<file path="src/rtl/logic_reduce_unit.sv">
// logic_reduce_unit: registered AND/OR/XOR/PASS unit with single and burst-fold modes
module logic_reduce_unit #(
  parameter int WIDTH = 8,
  parameter int MAX_BEATS = 16,
  parameter int CW = $clog2(MAX_BEATS + 1)
) (
  input  logic             clk,
  input  logic             rst,
  input  logic             in_valid,
  output logic             in_ready,
  input  logic [WIDTH-1:0] in_a,
  input  logic [WIDTH-1:0] in_b,
  input  logic [1:0]       in_op,
  input  logic             in_accum,
  input  logic             in_last,
  output logic             out_valid,
  input  logic             out_ready,
  output logic [WIDTH-1:0] out_data,
  output logic [CW-1:0]    out_count,
  output logic             out_trunc
);
  typedef enum logic [1:0] {IDLE, ACCUM, HOLD} state_e;
  state_e state_q;
  logic [WIDTH-1:0] acc_q;
  logic [1:0] op_q;
  logic [CW-1:0] cnt_q;
  logic trunc_q;
  logic fire, start, at_max;
  logic [CW-1:0] cnt_inc;
  function automatic logic [WIDTH-1:0] apply(input logic [1:0] op, input logic [WIDTH-1:0] x, input logic [WIDTH-1:0] y);
    return op == 2'b00 ? (x & y) : op == 2'b01 ? (x | y) : op == 2'b10 ? (x ^ y) : x;
  endfunction
  assign in_ready = (state_q != HOLD) | out_ready;
  assign fire = in_valid & in_ready;
  // a beat arriving outside ACCUM (IDLE, or HOLD being drained) always opens a new result
  assign start = fire & (state_q != ACCUM);
  assign cnt_inc = cnt_q + 1'b1;
  assign at_max = cnt_inc == CW'(MAX_BEATS);
  assign out_valid = state_q == HOLD;
  assign out_data = acc_q;
  assign out_count = cnt_q;
  assign out_trunc = trunc_q;
  always_ff @(posedge clk) begin
    if (rst) begin
      state_q <= IDLE;
      acc_q <= '0;
      op_q <= 2'b00;
      cnt_q <= '0;
      trunc_q <= 1'b0;
    end else if (start) begin
      acc_q <= apply(in_op, in_a, in_b);
      op_q <= in_op;
      cnt_q <= CW'(1);
      trunc_q <= 1'b0;
      state_q <= (in_accum & ~in_last) ? ACCUM : HOLD;
    end else if (fire) begin
      // new beat goes first so PASS keeps the most recent in_a
      acc_q <= apply(op_q, in_a, acc_q);
      cnt_q <= cnt_inc;
      trunc_q <= ~in_last & at_max;
      state_q <= (in_last | at_max) ? HOLD : ACCUM;
    end else if (state_q == HOLD && out_ready) begin
      state_q <= IDLE;
    end
  end
endmodule
</file>
<file path="config.mk">
export PLATFORM = sky130hd
export DESIGN_NAME = logic_reduce_unit
export DESIGN_NICKNAME = d
export VERILOG_FILES = /design/src/rtl/logic_reduce_unit.sv
export SDC_FILE = /design/constraint.sdc
export NUM_CORES = 1
export LEC_CHECK = 0
export ABC_AREA = 1
export CAP_MARGIN = 20
export CORE_MARGIN = 2
export CORE_UTILIZATION = 30
export CTS_BUF_LIST = sky130_fd_sc_hd__clkbuf_2
export CTS_CLUSTER_DIAMETER = 150
export DETAILED_ROUTE_END_ITERATION = 6
export GPL_TIMING_DRIVEN = 0
export SLEW_MARGIN = 30
export SYNTH_ARGS = -nofsm -noshare
export SYNTH_HDL_FRONTEND = slang
export SYNTH_SLANG_ARGS = --single-unit
</file>
<file path="constraint.sdc">
create_clock -name clk -period 1.87 [get_ports clk]
set_clock_uncertainty 0.2 [all_clocks]
set_input_delay 0.187 -clock clk [delete_from_list [all_inputs] [get_ports clk]]
set_output_delay 0.187 -clock clk [all_outputs]
set_load 0.005 [all_outputs]
</file>
* Yosys cells after proc, flatten, opt, wreduce, memory -nomap -nowiden
Index checks and enable logic that the tools add are counted.
Word-level totals: register bits after elaboration 18, input port bits 24, output and inout port bits 16, logic and storage cells 49
Operators by class: add/sub/neg operators 1, equal/unequal tests 8, mux-type cells 15, bitwise operators 13, reduce and logical (&&, ||, !) cells 6
Operator list (count):
- $mux W8 | 8
- $and A8 B8 Y8 | 2
- $or A8 B8 Y8 | 2
- $xor A8 B8 Y8 | 2
- $mux W2 | 5
- $eq A2 B2 Y1 const B | 3
- $add A5 B1 Y5 const B | 1
- $eq A5 B5 Y1 const B | 1
- $and A1 B1 Y1 | 4
- $eq A2 B1 Y1 const B | 2
- $logic_not A2 Y1 | 2
- $reduce_bool A3 Y1 | 1
- $mux W1 | 2
- $ne A2 B1 Y1 const B | 1
- $ne A2 B2 Y1 const B | 1
- $or A1 B1 Y1 | 2
- $reduce_bool A2 Y1 | 1
- $reduce_or A2 Y1 | 1
- $logic_and A1 B1 Y1 | 1
- $not A1 Y1 | 1

* Logic depth before layout (Yosys ltp)
word-level depth 6, depth in mapped cells 10, depth with buffers taken out 10

* Worst setup path after synthesis
OpenSTA, ideal clock, no wires.
kind reg-to-reg, from register cnt_q[0], in the netlist out_count[0], to register state_q[1], setup time 128 ps, data arrival time 1086 ps, required time 1542 ps, path slack 456 ps, stages on the path, launching flop included 9, period minus slack after synthesis 1414 ps, cells stage by stage dfxtp_1 > ha_1 > nand3_1 > nand2_1 > nand2_1 > nand3_1 > nand3_1 > nand2_1 > a21oi_1
On the way: word-level cells in the longest chain between the ends 6
Ends and longest elaborated chain:
- start: declaration | RTL line 26 | logic [CW-1:0] cnt_q;
- start signal: assignment | RTL line 59 | cnt_q <= cnt_inc;
- $add A5 B1 Y5 | RTL line 37 | assign cnt_inc = cnt_q + 1'b1;
- $eq A5 B5 Y1 | RTL line 38 | assign at_max = cnt_inc == CW'(MAX_BEATS);
- $or A1 B1 Y1 | RTL line 61 | state_q <= (in_last | at_max) ? HOLD : ACCUM;
- $mux W2 | RTL line 61
- $mux W2 | RTL line 56 | end else if (fire) begin
- $mux W2 | RTL line 50 | end else if (start) begin
- end signal: assignment | RTL line 55 | state_q <= (in_accum & ~in_last) ? ACCUM : HOLD;
- end signal: assignment | RTL line 61
- end: declaration | RTL line 23 | state_e state_q;
Every way passes these cells. A chain may end at the register's enable or synchronous reset.

* Final worst setup path
from register state_q[1], to output in_ready
On the way: word-level cells in the longest chain between the ends 2
Ends and longest elaborated chain:
- $ne A2 B2 Y1 | RTL line 33 | assign in_ready = (state_q != HOLD) | out_ready;
- $or A1 B1 Y1 | RTL line 33
- end: declaration | RTL line 10 | output logic in_ready,
Every way passes these cells.

==> results.md <==
Clocking:
- The number of sinks handled by clock tree synthesis is 18.
- In this run the deepest clock path goes through 2 buffers.
- After clock tree synthesis, the flow added hold-fix buffers numbering 0.
- The CTS root buffer is clkbuf_2.
- CTS built an H-tree with a depth of 1.
- The CTS buffer count is 3.
- Clock latency on the worst-skew pair, taken at its later pin, is 320 ps.
- The CTS tree is done.
- Clock-pin slew was measured on the worst setup and hold paths at 190 ps.

STA:
- The final count of pins violating max slew is 0.
- The maximum clock rate is 0.563 GHz.
- The post-layout worst setup margin is 92.6 ps.
- The number of hold-slack violations in the final timing report is 0.
- In this run the tightest slew margin relative to its limit is 0.648.
- For the final routed database, the setup TNS stands at 0 ps.
- Setup repair after global routing left no endpoint under its margin.
- At the pin with the least slew margin, the transition time is 528 ps.
- The final critical delay including setup and external delays is 1780 ps.
- The share of the clock period used by the worst path is 0.950.
- The final-report setup violation count is 0.

Placement:
- Before CTS, the worst setup slack after placement is -86.7 ps.
- The sum of net half-perimeters after detailed placement is 3880 µm.
- Routability-driven placement finished with a final weighted congestion of 0.800.
- The count of buffers from port buffering is 38.

Critical path:
- The critical path startpoint category is a register.
- The cell type group with the largest total delay on the critical path is buffers and inverters.
- The worst stage delay on the critical path is 440 ps.
- Traced cell by cell, the critical path runs through inv_2 > nor2_4 > nand2_4 > clkdlybuf4s50_1.
- In this run the critical register-to-register path is captured at out_data[7].
- The highest net fanout along the worst path is 3.
- Measured in cells, the most critical reg-to-reg path has a length of 9.
- At the worst endpoint, the required time is 1480 ps.
- The launching point of the worst reg2reg path is state_q[1].
- The number of buffers and inverters on the critical path is 2.
- Across all register-to-register paths, the minimum setup slack is 250 ps.
- The worst setup path is captured at an output pin.
- The arrival time at the worst endpoint is 1390 ps.
- The library cell contributing the largest single delay on the critical path is clkdlybuf4s50_1.
- The critical path is of the register to output pin type.
- The total stage count of the critical path is 4.

Logic synthesis:
- The cell area after technology mapping is 0.00203 mm².
- The average cell area after synthesis is 6.83 µm².
- In the post-synthesis netlist, the biggest area contributors are ha_1, dfxtp_1, nand2_1, nand3_1, inv_1.
- Of all cell types, the one taking the most synthesized area is ha_1.
- The top-area cell type share of the netlist area is 0.203.
- The share of the Yosys chip area taken by registers is 0.177.
- In this run, synthesis produced a sequential element count of 18.
- The synthesized netlist net count is 355.
- The number of instances in the synthesized netlist is 298.
- The count of distinct cell types in the synthesized netlist is 29.
- The Yosys step of the flow raised 0 warnings.

Min path:
- For hold timing, the worst endpoint is out_data[7].
- The worst hold path was traced through 2 stages.
- In this run the worst hold path is classified as input port to register.
- The source of the worst hold timing path is rst.

Route:
- The number of iterations in the first detailed-routing pass is 4.
- In this run the remaining antenna-violating nets after routing total 0.
- The average wire per standard cell is 12.5 µm.
- The met3 wirelength from detailed routing is 229 µm.
- For this run, design rule violations remaining after detail routing come to 0.
- Using the TritonRoute via totals, the vias-per-cell ratio works out to 4.73.
- Wire segments on met2 add up to 2470 µm in the final route.
- The detailed router finished its first iteration with 92 violations.
- The post-detailed-routing wire length is 5230 µm.
- The detailed-route via count is 1987.
- The uppermost metal layer occupied by signal nets is met4.
- The post-route met1 wirelength is 2490 µm.

Global route:
- The leftover overflow at the end of global routing is 0.
- The largest net degree at the start of global routing is 11.
- The number of antenna violations at the first check in global routing is 0.
- The first-pass GRT wire length is 8790 µm.
- Across every metal layer, demand over resource in global routing totals 0.146.
- The via count of the first global-routing pass is 1918.

Floorplanning:
- After floorplanning, the core was sized to cover 0.00668 mm².
- The die outline height is 86.4 µm.
- The floorplan has 30 rows.
- The floorplan step defined a die boundary enclosing 0.00746 mm².
- The boundary pin count is 40.
- The horizontal extent of the die is 86.4 µm.
- The initial utilization of the core area, before any placement, comes to 0.304.

Run:
- The tool flagged a number of max-cap violations equal to 0.

Status:
- The run finished with clean final reports.

Finish:
- Summing all flip-flop and latch instances after layout gives 363 µm².
- The area taken by multi-input logic gates is 0.00142 mm².
- From synthesis to final layout, the design area changed by 24.9%.
- In the final design database the tool counted 398 nets.
- The fraction of final layout cells with drive strength greater than 1 is 0.153.
- The utilization after layout is 0.380.
- The count of filler cells inserted in the layout is 721.
- The number of antenna cells inserted is 0.

Power and ir drop:
- In this run the power density over the cells is 462 mW/mm².
- The leakage power summed over all cells is 1.25 nW.
- The total power draw is 0.00117 W.
- The worst ir drop on vdd is 0.000160 V.
area by class of cell:
class | count | area share
clock inverters | 1 | 0.00148
clock buffers | 3 | 0.00591
well taps | 80 | 0.0394
inverters | 51 | 0.0773
multi-input cells | 223 | 0.559
plain buffers | 6 | 0.0246
flip-flops and latches | 18 | 0.143
repair buffers | 38 | 0.150
power breakdown:
part / internal, W / total (W) / switching [W] / leakage [nW]
registers: 0.000416 / 0.000453 / 0.0000366 / 0.149
logic: 0.000233 / 0.000535 / 0.000302 / 1.09
clock network: 0.0000465 / 0.000185 / 0.000139 / 0.0140
total: 0.000696 / 0.00117 / 0.000477 / 1.25
cells in the mapped netlist:
cell type	number
inv_2	9
nor2_1	11
buf_1	1
nand3_1	34
ha_1	33
nand2_8	1
xor2_1	1
nand2_4	3
a21oi_1	24
inv_1	39
buf_6	3
a21oi_2	2
o211ai_2	5
nor2_4	4
buf_2	1
nand2_1	73
a211oi_2	2
o21ai_1	6
inv_4	2
nand2_2	7
o21ai_0	6
nand3_2	3
a31oi_1	1
clkinv_1	1
nor2_2	3
or2_2	1
buf_12	1
dfxtp_1	18
nand4_1	3
through the flow:
step                      cells  cell area, µm²  hold WS, ps
final                       420            2540         77.7
after global routing        420            2540          126
after CTS                   420            2530         70.0
after detailed placement    416            2510          267
after global placement      416            2510          264
after floorplan             298            2030          177
sequential cells by signal (all words and copies together), names as in the netlist:
| register | flops |
|---|---|
| state_q | 2 |
| op_q | 2 |
| out_data | 8 |
| out_count | 5 |
| out_trunc | 1 |
logic make-up after synthesis:
kind of cell / Yosys count / share of synthesized area
AND/OR/NAND/NOR: 143 / 0.345
buffers and inverters: 57 / 0.127
AO/OA/AOI/OAI: 46 / 0.143
adder cells (fa/ha/maj): 33 / 0.203
flip-flops: 18 / 0.177
XOR/XNOR: 1 / 0.00431
worst max-delay path by stage:
stage / startpoint / end / slack (ps)
3_3_place_gp: in_op[1] / out_data[7] / -80
2_1_floorplan: out_count[0] / state_q[1] / 460
3_5_place_dp: in_op[1] / out_data[7] / -90
6_report: state_q[1] / in_ready / 90
4_1_cts: state_q[1] / in_ready / 1
5_1_grt: state_q[1] / in_ready / 20
layer usage:
layer	up-vias	GRT usage
met2	39	0.264
met3	4	0.0238
li1	1050	-
met1	894	0.188
met5	-	0
met4	0	0.0170
cell usage in the layout, fill, tap and decap left out:
cell type	instances
ha_1	33
nand2_1	73
xor2_1	1
buf_12	1
buf_1	1
a21oi_2	2
buf_6	3
inv_2	9
o211ai_2	5
o21ai_0	6
nor2_1	11
clkinv_1	2
nand2_8	1
nor2_2	2
o21ai_1	6
nand3_1	34
clkdlybuf4s50_1	38
nand2_2	7
clkbuf_2	3
inv_1	39
dfxtp_1	16
nand2_4	3
a31oi_1	1
a211oi_2	2
nor2_4	5
or2_2	1
nand4_1	3
nand3_2	3
a21oi_1	24
dfxtp_2	2
buf_2	1
inv_4	2
repair_timing:
item,CTS,global route
gates resized for setup,0,3
endpoints found under the setup margin,0,2
hold endpoints to repair,0,0
buffers inserted,0,0
Power figures use the tool's default switching activity.
